===== src/rtl/alu_hs_pkg.sv =====
// alu_hs_pkg: opcode encoding, FSM states and result-layout helper for alu_hs
package alu_hs_pkg;
  localparam logic [3:0] OP_ADD  = 4'b0000;
  localparam logic [3:0] OP_SUB  = 4'b0001;
  localparam logic [3:0] OP_MUL  = 4'b0010;
  localparam logic [3:0] OP_DIV  = 4'b0011;
  localparam logic [3:0] OP_AND  = 4'b0100;
  localparam logic [3:0] OP_OR   = 4'b0101;
  localparam logic [3:0] OP_NAND = 4'b0110;
  localparam logic [3:0] OP_NOR  = 4'b0111;
  localparam logic [3:0] OP_XOR  = 4'b1000;
  localparam logic [3:0] OP_XNOR = 4'b1001;
  localparam logic [3:0] OP_CMPE = 4'b1010;
  localparam logic [3:0] OP_CMPG = 4'b1011;
  localparam logic [3:0] OP_SFTR = 4'b1100;
  localparam logic [3:0] OP_SFTL = 4'b1101;
  localparam logic [3:0] OP_ROTR = 4'b1110;
  localparam logic [3:0] OP_ROTL = 4'b1111;
  typedef enum logic {IDLE, DIV_BUSY} state_t;
  function automatic int rem_lsb(input int data_w);
    return data_w;
  endfunction
endpackage


===== src/rtl/alu_div_iter.sv =====
// alu_div_iter: unsigned restoring divider, one quotient bit per cycle over DATA_W cycles
module alu_div_iter #(
  parameter int DATA_W = 8,
  parameter int CNT_W  = $clog2(DATA_W)
) (
  input  logic              clk,
  input  logic              rst,
  input  logic              start,
  input  logic [DATA_W-1:0] dividend,
  input  logic [DATA_W-1:0] divisor,
  output logic              done,
  output logic [DATA_W-1:0] quotient,
  output logic [DATA_W-1:0] remainder
);
  logic              busy;
  logic [CNT_W-1:0]  cnt;
  logic [DATA_W-1:0] rem, quo, dvs, rem_n, quo_n;
  logic [DATA_W:0]   shifted, trial;
  logic              fits;
  assign shifted = {rem, quo[DATA_W-1]};
  assign trial   = shifted - {1'b0, dvs};
  assign fits    = !trial[DATA_W];
  assign rem_n   = fits ? trial[DATA_W-1:0] : shifted[DATA_W-1:0];
  assign quo_n   = {quo[DATA_W-2:0], fits};
  // outputs expose the final step so the caller can register them on the done edge
  assign done      = busy & (cnt == '0);
  assign quotient  = quo_n;
  assign remainder = rem_n;
  always_ff @(posedge clk) begin
    if (rst) begin
      busy <= 1'b0;
      cnt  <= '0;
      rem  <= '0;
      quo  <= '0;
      dvs  <= '0;
    end else if (start) begin
      busy <= 1'b1;
      cnt  <= CNT_W'(DATA_W - 1);
      rem  <= '0;
      quo  <= dividend;
      dvs  <= divisor;
    end else if (busy) begin
      rem  <= rem_n;
      quo  <= quo_n;
      cnt  <= cnt - 1'b1;
      busy <= cnt != '0;
    end
  end
endmodule


===== src/rtl/alu_hs.sv =====
// alu_hs: handshaked ALU with signed mode, shifts/rotates, status flags and an iterative divider
module alu_hs import alu_hs_pkg::*; #(
  parameter int DATA_W = 8,
  parameter int ALU_OP = 4,
  parameter int SH_W   = $clog2(DATA_W)
) (
  input  logic                Clk,
  input  logic                Reset,
  input  logic                InValid,
  output logic                InReady,
  input  logic [ALU_OP-1:0]   AluFun,
  input  logic                SignedMode,
  input  logic [DATA_W-1:0]   OpA,
  input  logic [DATA_W-1:0]   OpB,
  output logic [2*DATA_W-1:0] AluOut,
  output logic                OutValid,
  input  logic                OutReady,
  output logic                FlagZero,
  output logic                FlagCarry,
  output logic                FlagDivZero
);
  localparam int OW      = 2 * DATA_W;
  localparam int REM_LSB = rem_lsb(DATA_W);
  state_t            state_q, state_d;
  logic              accept, start, load, div_done, gt;
  logic [SH_W-1:0]   sh;
  logic [DATA_W:0]   sum, dif;
  logic [DATA_W-1:0] sra, nres, div_quo, div_rem;
  logic [OW-1:0]     uprod, sprod, prod, dup, rot_r, rot_l, op_res, div_res, res;
  assign sh    = OpB[SH_W-1:0];
  assign sum   = {1'b0, OpA} + {1'b0, OpB};
  assign dif   = {1'b0, OpA} - {1'b0, OpB};
  assign uprod = {{DATA_W{1'b0}}, OpA} * {{DATA_W{1'b0}}, OpB};
  assign sprod = {{DATA_W{OpA[DATA_W-1]}}, OpA} * {{DATA_W{OpB[DATA_W-1]}}, OpB};
  assign prod  = SignedMode ? sprod : uprod;
  assign gt    = SignedMode ? ($signed(OpA) > $signed(OpB)) : (OpA > OpB);
  assign sra   = $signed(OpA) >>> sh;
  assign dup   = {OpA, OpA};
  assign rot_r = dup >> sh;
  assign rot_l = dup << sh;
  always_comb begin
    nres = '0;
    case (AluFun)
      OP_AND:  nres = OpA & OpB;
      OP_OR:   nres = OpA | OpB;
      OP_NAND: nres = ~(OpA & OpB);
      OP_NOR:  nres = ~(OpA | OpB);
      OP_XOR:  nres = OpA ^ OpB;
      OP_XNOR: nres = ~(OpA ^ OpB);
      OP_CMPE: nres = {{(DATA_W-1){1'b0}}, OpA == OpB};
      OP_CMPG: nres = {{(DATA_W-1){1'b0}}, gt};
      OP_SFTR: nres = SignedMode ? sra : OpA >> sh;
      OP_SFTL: nres = OpA << sh;
      OP_ROTR: nres = rot_r[DATA_W-1:0];
      OP_ROTL: nres = rot_l[OW-1:DATA_W];
      default: nres = '0;
    endcase
  end
  // the DIV arm here only serves the divide-by-zero shortcut
  assign op_res = AluFun == OP_ADD ? {{(DATA_W-1){1'b0}}, sum} :
                  AluFun == OP_SUB ? {{(DATA_W-1){1'b0}}, dif} :
                  AluFun == OP_MUL ? prod :
                  AluFun == OP_DIV ? {OpA, {DATA_W{1'b1}}} :
                  {{DATA_W{1'b0}}, nres};
  always_comb begin
    div_res = '0;
    div_res[REM_LSB +: DATA_W] = div_rem;
    div_res[DATA_W-1:0] = div_quo;
  end
  assign res     = div_done ? div_res : op_res;
  assign InReady = (state_q == IDLE) & (!OutValid | OutReady);
  assign accept  = InValid & InReady;
  assign start   = accept & (AluFun == OP_DIV) & (OpB != '0);
  assign load    = (accept & !start) | div_done;
  assign state_d = start ? DIV_BUSY : div_done ? IDLE : state_q;
  alu_div_iter #(.DATA_W(DATA_W)) u_div (
    .clk(Clk),
    .rst(Reset),
    .start(start),
    .dividend(OpA),
    .divisor(OpB),
    .done(div_done),
    .quotient(div_quo),
    .remainder(div_rem)
  );
  always_ff @(posedge Clk) begin
    if (Reset) begin
      state_q     <= IDLE;
      OutValid    <= 1'b0;
      AluOut      <= '0;
      FlagZero    <= 1'b0;
      FlagCarry   <= 1'b0;
      FlagDivZero <= 1'b0;
    end else begin
      state_q  <= state_d;
      OutValid <= load | (OutValid & !OutReady);
      if (load) begin
        AluOut      <= res;
        FlagZero    <= res == '0;
        FlagCarry   <= !div_done & ((AluFun == OP_ADD) | (AluFun == OP_SUB)) & res[DATA_W];
        FlagDivZero <= !div_done & (AluFun == OP_DIV) & (OpB == '0);
      end
    end
  end
endmodule


===== config.mk =====
export PLATFORM = sky130hd
export DESIGN_NAME = alu_hs
export DESIGN_NICKNAME = d
export VERILOG_FILES = /design/src/rtl/alu_hs_pkg.sv /design/src/rtl/alu_div_iter.sv /design/src/rtl/alu_hs.sv
export SDC_FILE = /design/constraint.sdc
export NUM_CORES = 1
export LEC_CHECK = 0
export ABC_AREA = 1
export CAP_MARGIN = 20
export CORE_AREA = 2 2 185 187
export CTS_CLUSTER_DIAMETER = 50
export CTS_CLUSTER_SIZE = 40
export DETAILED_ROUTE_END_ITERATION = 8
export DIE_AREA = 0 0 187 189
export SETUP_SLACK_MARGIN = 0.4
export SLEW_MARGIN = 20
export SYNTH_ARGS = -nofsm -noshare
export SYNTH_HDL_FRONTEND = slang
export SYNTH_SLANG_ARGS = --single-unit

===== constraint.sdc =====
create_clock -name Clk -period 7 [get_ports Clk]
set_clock_uncertainty 0.1 [all_clocks]
set_input_delay 1.4 -clock Clk [delete_from_list [all_inputs] [get_ports Clk]]
set_output_delay 1.4 -clock Clk [all_outputs]
set_load 0.1 [all_outputs]

# --- Yosys cells after proc, flatten, opt, wreduce, memory -nomap -nowiden ---
# Index checks and enable logic that the tools add are counted.
word_totals:
  register_bits: 49
  wordCells: 94
op_classes:
  addsub: 4
  n_mul: 2
  magnitude_cmp: 2
  n_eq_ne: 16
  shift: 5
  mux: 18
  bitwise_logic: 22
  n_reduce_logical: 14
op_table:
  columns: ["operator", "n"]
  rows:
  - ["2-to-1 mux 16 bit", 6]
  - ["case mux 8 bit (12 select lines)", 1]
  - ["== test 4 bit (second input constant)", 8]
  - ["multiplier 8 x 8 -> 16 bit", 2]
  - ["2-to-1 mux 8 bit", 4]
  - ["inverter 8 bit", 3]
  - ["== test 4 x 3 -> 1 bit (second input constant)", 4]
  - ["greater-than comparator 8 bit", 2]
  - ["logical NOT 16 bit", 1]
  - ["left shift 16 x 3 -> 16 bit", 1]
  - [">> shifter 16 x 3 -> 8 bit", 1]
  - ["bitwise AND 1 bit", 11]
  - ["adder 8 x 8 -> 9 bit", 1]
  - ["subtractor 8 x 8 -> 9 bit", 1]
  - ["subtractor 9 x 8 -> 9 bit", 1]
  - ["bitwise AND 8 bit", 1]
  - ["== test 4 x 2 -> 1 bit (second input constant)", 2]
  - ["== test 8 bit", 1]
  - ["logical NOT 8 bit", 1]
  - ["OR 8 bit", 1]
  - ["nonzero test 8 bit", 1]
  - ["left shift 8 x 3 -> 8 bit", 1]
  - [">> shifter 8 x 3 -> 8 bit", 1]
  - [">>> shifter 8 x 3 -> 8 bit", 1]
  - ["13 further kinds", 26]

# --- Longest topological paths before layout ---
logic_depth:
  word_depth: 10
  depth_mapped: 31
  ltp_nobuf: 29

# --- By module ---
# From an unflattened synthesis, not the netlist that was laid out.
unflattened:
  cells_unflattened: 1609
  area_unflattened_um2: 10002.1
by_module_without_submodules:
  columns: ["mod", "n_inst", "cells_each", "area_each_um2", "seq_area_each_um2"]
  rows:
  - ["alu_hs", 1, 1336, 8160.3, 420.4]
  - ["alu_div_iter", 1, 273, 1841.8, 560.5]

# --- Worst setup path before layout ---
# OpenSTA, ideal clock, no wires.
synth_timing:
  path_type: "input -> register"
  start: "input port OpB[2]"
  end: "register FlagZero"
  arrival_ns: 5.607
  required_time_ns: 6.833
  path_slack_ns: 1.226
  stages: 27
  n_path_buf: 2
  path_cell_list: "buf_2 > buf_1 > nand2_1 > fa_1 > fa_1 > inv_1 > fa_1 > inv_1 > fa_1 > inv_1 > ha_1 > nand2_1 > o21ai_0 > nand2_1 > nand2_1 > nand2_1 > nand3_1 > nand2_1 > inv_1 > nand2_1 > nand2_1 > nand2_1 > nor2_1 > nand3_1 > nor2_1 > nand3_1 > a21oi_2"
synth_via:
  elab_chain_cells: 9
  elab_cells_between_ends: 33
  cone_classes: "add/sub: 2; mul: 2; order compare: 2; eq/ne: 1; shift: 5; mux: 9; bitwise: 9; reduce/logical: 3"
synth_lines:
  columns: ["element", "line_no", "source"]
  rows:
  - ["start: declaration", "alu_hs.sv:14", "input logic [DATA_W-1:0] OpB,"]
  - ["branches (longest 9 deep; another with multiplier 8 x 8 -> 16 bit)", null, null]
  - ["end signal: assignment", "alu_hs.sv:91", "FlagZero <= 1'b0;"]
  - ["end signal: assignment", "alu_hs.sv:99", "FlagZero <= res == '0;"]
  - ["end: declaration", "alu_hs.sv:18", "output logic FlagZero,"]
# Several ways; the timed one is not identified.
# A chain may end at the register's enable or synchronous reset.

# --- Final worst setup path ---
# Ends and elaborated chain as after synthesis.

==> metrics.txt <==
# TYPE chip_impl_metric gauge
chip_impl_metric{name="ioPinCount",unit=""} 46
chip_impl_metric{name="routed_wire_length_per_instance",unit="um"} 16.6
chip_impl_metric{name="final_antenna_net_count",unit=""} 0
chip_impl_metric{name="numCtsBuffers",unit=""} 5
chip_impl_metric{name="worst_ep_required_time",unit="ns"} 7.12
chip_impl_metric{name="worst_path_largest_cell_delay",unit="ns"} 0.53
chip_impl_metric{name="die-area",unit="um2"} 35300
chip_impl_metric{name="hold_violations",unit=""} 0
chip_impl_metric{name="yosys.cell_types.count",unit=""} 45
chip_impl_metric{name="post_synth_instance_area",unit="um2"} 9850
chip_impl_metric{name="floorplan.rows",unit=""} 67
chip_impl_metric{name="grt_antenna_before_repair",unit=""} 0
chip_impl_metric{name="grt_pass1_vias",unit=""} 9804
chip_impl_metric{name="wl",unit="mm"} 34.5
chip_impl_metric{name="syn-num-nets",unit=""} 1798
chip_impl_metric{name="clkSinkCount",unit=""} 49
chip_impl_metric{name="register_bit_total_from_synthesis",unit=""} 49
chip_impl_metric{name="vias",unit=""} 10200
chip_impl_info{name="timing.hold.worst.class",value="flip-flop to flip-flop"} 1
chip_impl_info{name="netlist.top_cell.by_area",value="sky130_fd_sc_hd__fa_1"} 1
chip_impl_metric{name="synth-seq-area-share",unit=""} 0.0996
chip_impl_metric{name="fmax",unit="GHz"} 0.156
chip_impl_metric{name="remaining_drc_errors",unit=""} 0
chip_impl_metric{name="place.gp.congestion",unit=""} 0.938
chip_impl_metric{name="worst-slew-pin-transition",unit="ns"} 0.989
chip_impl_info{name="synth_flop_cell",value="sky130_fd_sc_hd__dfxtp_1"} 1
chip_impl_metric{name="syn_inst",unit=""} 1590
chip_impl_metric{name="detail_route.iter0.violations",unit=""} 976
chip_impl_metric{name="fp.dieH",unit="um"} 189
chip_impl_metric{name="track_usage",unit=""} 0.197
chip_impl_info{name="run_status",value="complete, no violations"} 1
chip_impl_metric{name="numPortBuffers",unit=""} 45
chip_impl_info{name="crit_path_top_delay_cell",value="sky130_fd_sc_hd__clkdlybuf4s50_1"} 1
chip_impl_metric{name="detailed_routing_iteration_count_for_the_pre_antenna_repair_pass",unit=""} 5
chip_impl_info{name="timing.critical_path.from_type",value="primary input"} 1
chip_impl_metric{name="total_nets_final",unit=""} 1836
chip_impl_info{name="tritoncts",value="done"} 1
chip_impl_metric{name="clkTransAtPathRegs",unit="ns"} 0.07
chip_impl_info{name="timing.critical_path.to_type",value="flip-flop"} 1
chip_impl_metric{name="finish.cell_count_without_fillers",unit=""} 2077
chip_impl_metric{name="timing.max_cap.violations",unit=""} 0
chip_impl_metric{name="synthToLayoutAreaGrowth",unit="%"} 12.5
chip_impl_metric{name="clkLatencyLatePin",unit="ns"} 0.29
chip_impl_metric{name="synth_top_area_frac",unit=""} 0.179
chip_impl_metric{name="dp.cells",unit=""} 2069
chip_impl_info{name="grt_setup_unrepaired",value="false"} 1
chip_impl_metric{name="synth_edf_count",unit=""} 0
chip_impl_metric{name="arrival",unit="ns"} 6.52
chip_impl_metric{name="initial_utilization",unit=""} 0.296
chip_impl_metric{name="layout.core_utilization",unit=""} 0.333
chip_impl_info{name="critical_path.cell_chain",value="clkdlybuf4s50_1 > buf_4 > nand2_1 > fa_2 > fa_1 > inv_1 > fa_1 > inv_1 > fa_1 > inv_1 > ha_1 > nand2_1 > o21ai_1 > and2_1 > o21ai_0 > nand3_1 > nand4_1 > a21oi_2 > nand3_1 > nor2_1 > nand3_1 > a21oi_2"} 1
chip_impl_metric{name="final_period_minus_worst_setup_slack",unit="ns"} 6.40
chip_impl_metric{name="dp_hpwl",unit="mm"} 28.8
chip_impl_metric{name="dieWidth",unit="um"} 187
chip_impl_metric{name="cts_hold_buffers",unit=""} 0
chip_impl_metric{name="synth-async-reset-ratio",unit=""} 0
chip_impl_metric{name="global_route_wire_length_before_repair",unit="mm"} 55.1
chip_impl_metric{name="critical_path_peak_fanout",unit=""} 9
chip_impl_metric{name="drv_slew",unit=""} 0
chip_impl_info{name="cts_root_buf",value="sky130_fd_sc_hd__clkbuf_16"} 1
chip_impl_metric{name="avgSynthCellArea",unit="um2"} 6.19
chip_impl_metric{name="post_drt_via_cell_ratio",unit=""} 4.91
chip_impl_metric{name="setup_viol",unit=""} 0
chip_impl_info{name="synth.top_cells.by_area",value="sky130_fd_sc_hd__fa_1 18%, sky130_fd_sc_hd__nand2_1 17%, sky130_fd_sc_hd__inv_1 13%, sky130_fd_sc_hd__ha_1 12%, sky130_fd_sc_hd__dfxtp_1 10%"} 1
chip_impl_info{name="criticalPathCategory",value="primary input to flip-flop"} 1
chip_impl_metric{name="core_area",unit="um2"} 33300
chip_impl_metric{name="power_density",unit="nW/um2"} 218
chip_impl_metric{name="max-clock-path-buffers",unit=""} 2
chip_impl_metric{name="period_share",unit=""} 0.915
chip_impl_metric{name="h_tree_depth",unit=""} 2
chip_impl_metric{name="grt_max_degree",unit=""} 29
chip_impl_metric{name="grt_overflow",unit=""} 0
chip_impl_metric{name="yosys_warnings",unit=""} 0
chip_impl_metric{name="timing.max_slew.rel_slack",unit=""} 0.339
chip_impl_metric{name="antenna_cells_inserted",unit=""} 0
chip_impl_metric{name="final_layout_size_suffix_gt1_frac",unit=""} 0.0546
chip_impl_metric{name="peakVddDrop",unit="mV"} 0.137
chip_impl_metric{name="cellLeakagePower",unit="nW"} 6.15
-- Yosys cell counts, types with 5 or more instances --
library cell	n
sky130_fd_sc_hd__nand2_1	444
sky130_fd_sc_hd__inv_1	346
sky130_fd_sc_hd__nand3_1	127
sky130_fd_sc_hd__nor2_1	114
sky130_fd_sc_hd__ha_1	95
sky130_fd_sc_hd__fa_1	88
sky130_fd_sc_hd__a21oi_1	75
sky130_fd_sc_hd__o21ai_0	62
sky130_fd_sc_hd__dfxtp_1	49
sky130_fd_sc_hd__buf_2	21
sky130_fd_sc_hd__nand4_1	20
sky130_fd_sc_hd__clkbuf_1	17
sky130_fd_sc_hd__o21ai_1	13
sky130_fd_sc_hd__o21bai_1	11
sky130_fd_sc_hd__xor2_1	11
sky130_fd_sc_hd__nand2_2	9
sky130_fd_sc_hd__o211ai_1	9
sky130_fd_sc_hd__a31oi_1	8
sky130_fd_sc_hd__nor3_1	8
sky130_fd_sc_hd__buf_4	7
sky130_fd_sc_hd__inv_2	7
sky130_fd_sc_hd__nor2_2	6
sky130_fd_sc_hd__nand3b_1	5
sky130_fd_sc_hd__or2_2	5
-- worst paths after layout --
| kind | from | to | slack [ns] | cells past startpoint |
|---|---|---|---|---|
| max | OpB[2] | FlagZero$_SDFFE_PP0P_ | 0.60 | 22 |
| min | u_div.dvs[6]$_SDFFE_PP0P_ | u_div.dvs[6]$_SDFFE_PP0P_ | 0.37 | 2 |
| max reg2reg | u_div.busy$_SDFF_PP0_ | FlagZero$_SDFFE_PP0P_ | 4.02 | 12 |
| min reg2reg | u_div.dvs[6]$_SDFFE_PP0P_ | u_div.dvs[6]$_SDFFE_PP0P_ | 0.37 | 2 |
-- logic make-up after synthesis --
group	after synthesis	share of synthesized area
simple gates	748	0.319
fa+ha+maj	183	0.300
flops	49	0.0996
xor+xnor	14	0.0125
compound gates	193	0.109
buf+inv	403	0.160
-- flip-flops by register name, indices dropped and copies added, names as in the netlist --
name,count
FlagZero,1
u_div.cnt,3
u_div.dvs,8
FlagDivZero,1
u_div.rem,8
AluOut,16
FlagCarry,1
state_q,1
u_div.quo,8
u_div.busy,1
OutValid,1
-- layout by cell type, fill, tap and decap left out, types with 4 or more instances in the layout --
cell type	n
sky130_fd_sc_hd__o21bai_1	11
sky130_fd_sc_hd__and2_1	4
sky130_fd_sc_hd__nand2_1	442
sky130_fd_sc_hd__inv_1	346
sky130_fd_sc_hd__nor3_1	8
sky130_fd_sc_hd__o211ai_1	9
sky130_fd_sc_hd__nand3_1	127
sky130_fd_sc_hd__nand3b_1	5
sky130_fd_sc_hd__dlymetal6s2s_1	7
sky130_fd_sc_hd__fa_1	87
sky130_fd_sc_hd__buf_4	31
sky130_fd_sc_hd__xor2_1	11
sky130_fd_sc_hd__ha_1	93
sky130_fd_sc_hd__nand2_2	11
sky130_fd_sc_hd__a21oi_1	71
sky130_fd_sc_hd__dfxtp_1	49
sky130_fd_sc_hd__o21ai_0	61
sky130_fd_sc_hd__or2_2	5
sky130_fd_sc_hd__nand4_1	20
sky130_fd_sc_hd__inv_2	7
sky130_fd_sc_hd__o21ai_1	13
sky130_fd_sc_hd__nor2_1	114
sky130_fd_sc_hd__clkbuf_16	5
sky130_fd_sc_hd__nor2_2	6
sky130_fd_sc_hd__a31oi_1	8
sky130_fd_sc_hd__a21oi_2	5
sky130_fd_sc_hd__clkdlybuf4s50_1	35
-- layer usage --
metal	wire length, um	GRT usage	part of all wire
met5	0	0	0
met4	588	0.0424	0.017
met3	2870	0.0269	0.083
met2	15300	0.316	0.44
met1	15800	0.281	0.46
-- where the power goes --
part	internal, mW	switching [mW]	total, mW
clock	0.152	0.108	0.259
sequential	0.292	0.00806	0.300
combinational	0.643	1.21	1.85
total	1.09	1.32	2.41
-- worst max-delay path: cells and delay by family --
kind / cells / cell delay, ns
AND/OR/NAND/NOR: 8 / 1.00
adder cells (fa/ha/maj): 5 / 2.40
AO/OA/AOI/OAI: 4 / 0.79
buffers and inverters: 5 / 0.91
-- through the flow --
stage	total power [mW]	hold WS [ns]	TNS (ns)	area [um2]	setup slack, ns
2_1_floorplan	1.63	0.335	0	9850	1.23
3_3_place_gp	2.11	0.355	-0.0754	10900	-0.0754
3_5_place_dp	2.11	0.361	-0.0110	10900	-0.0110
4_1_cts	2.38	0.373	0	11000	0.403
5_1_grt	2.68	0.400	0	11100	0.400
6_report	2.41	0.368	0	11100	0.595
-- area by class of cell --
class | count | area, um2
Multi-Input combinational cell | 1138 | 7320
Clock inverter | 1 | 5.00
Fill cell | 3721 | 22200
Clock buffer | 7 | 153
Timing Repair Buffer | 78 | 712
Tap cell | 448 | 561
Inverter | 356 | 1340
Sequential cell | 49 | 981
-- timing repair --
item	in CTS	in global routing
setup buffers	0	0
gates cloned	0	0
setup endpoints to repair	2	4
endpoints found under the hold margin	0	0
resized for setup	5	23
No activity file was read; power rests on OpenSTA's default activity.
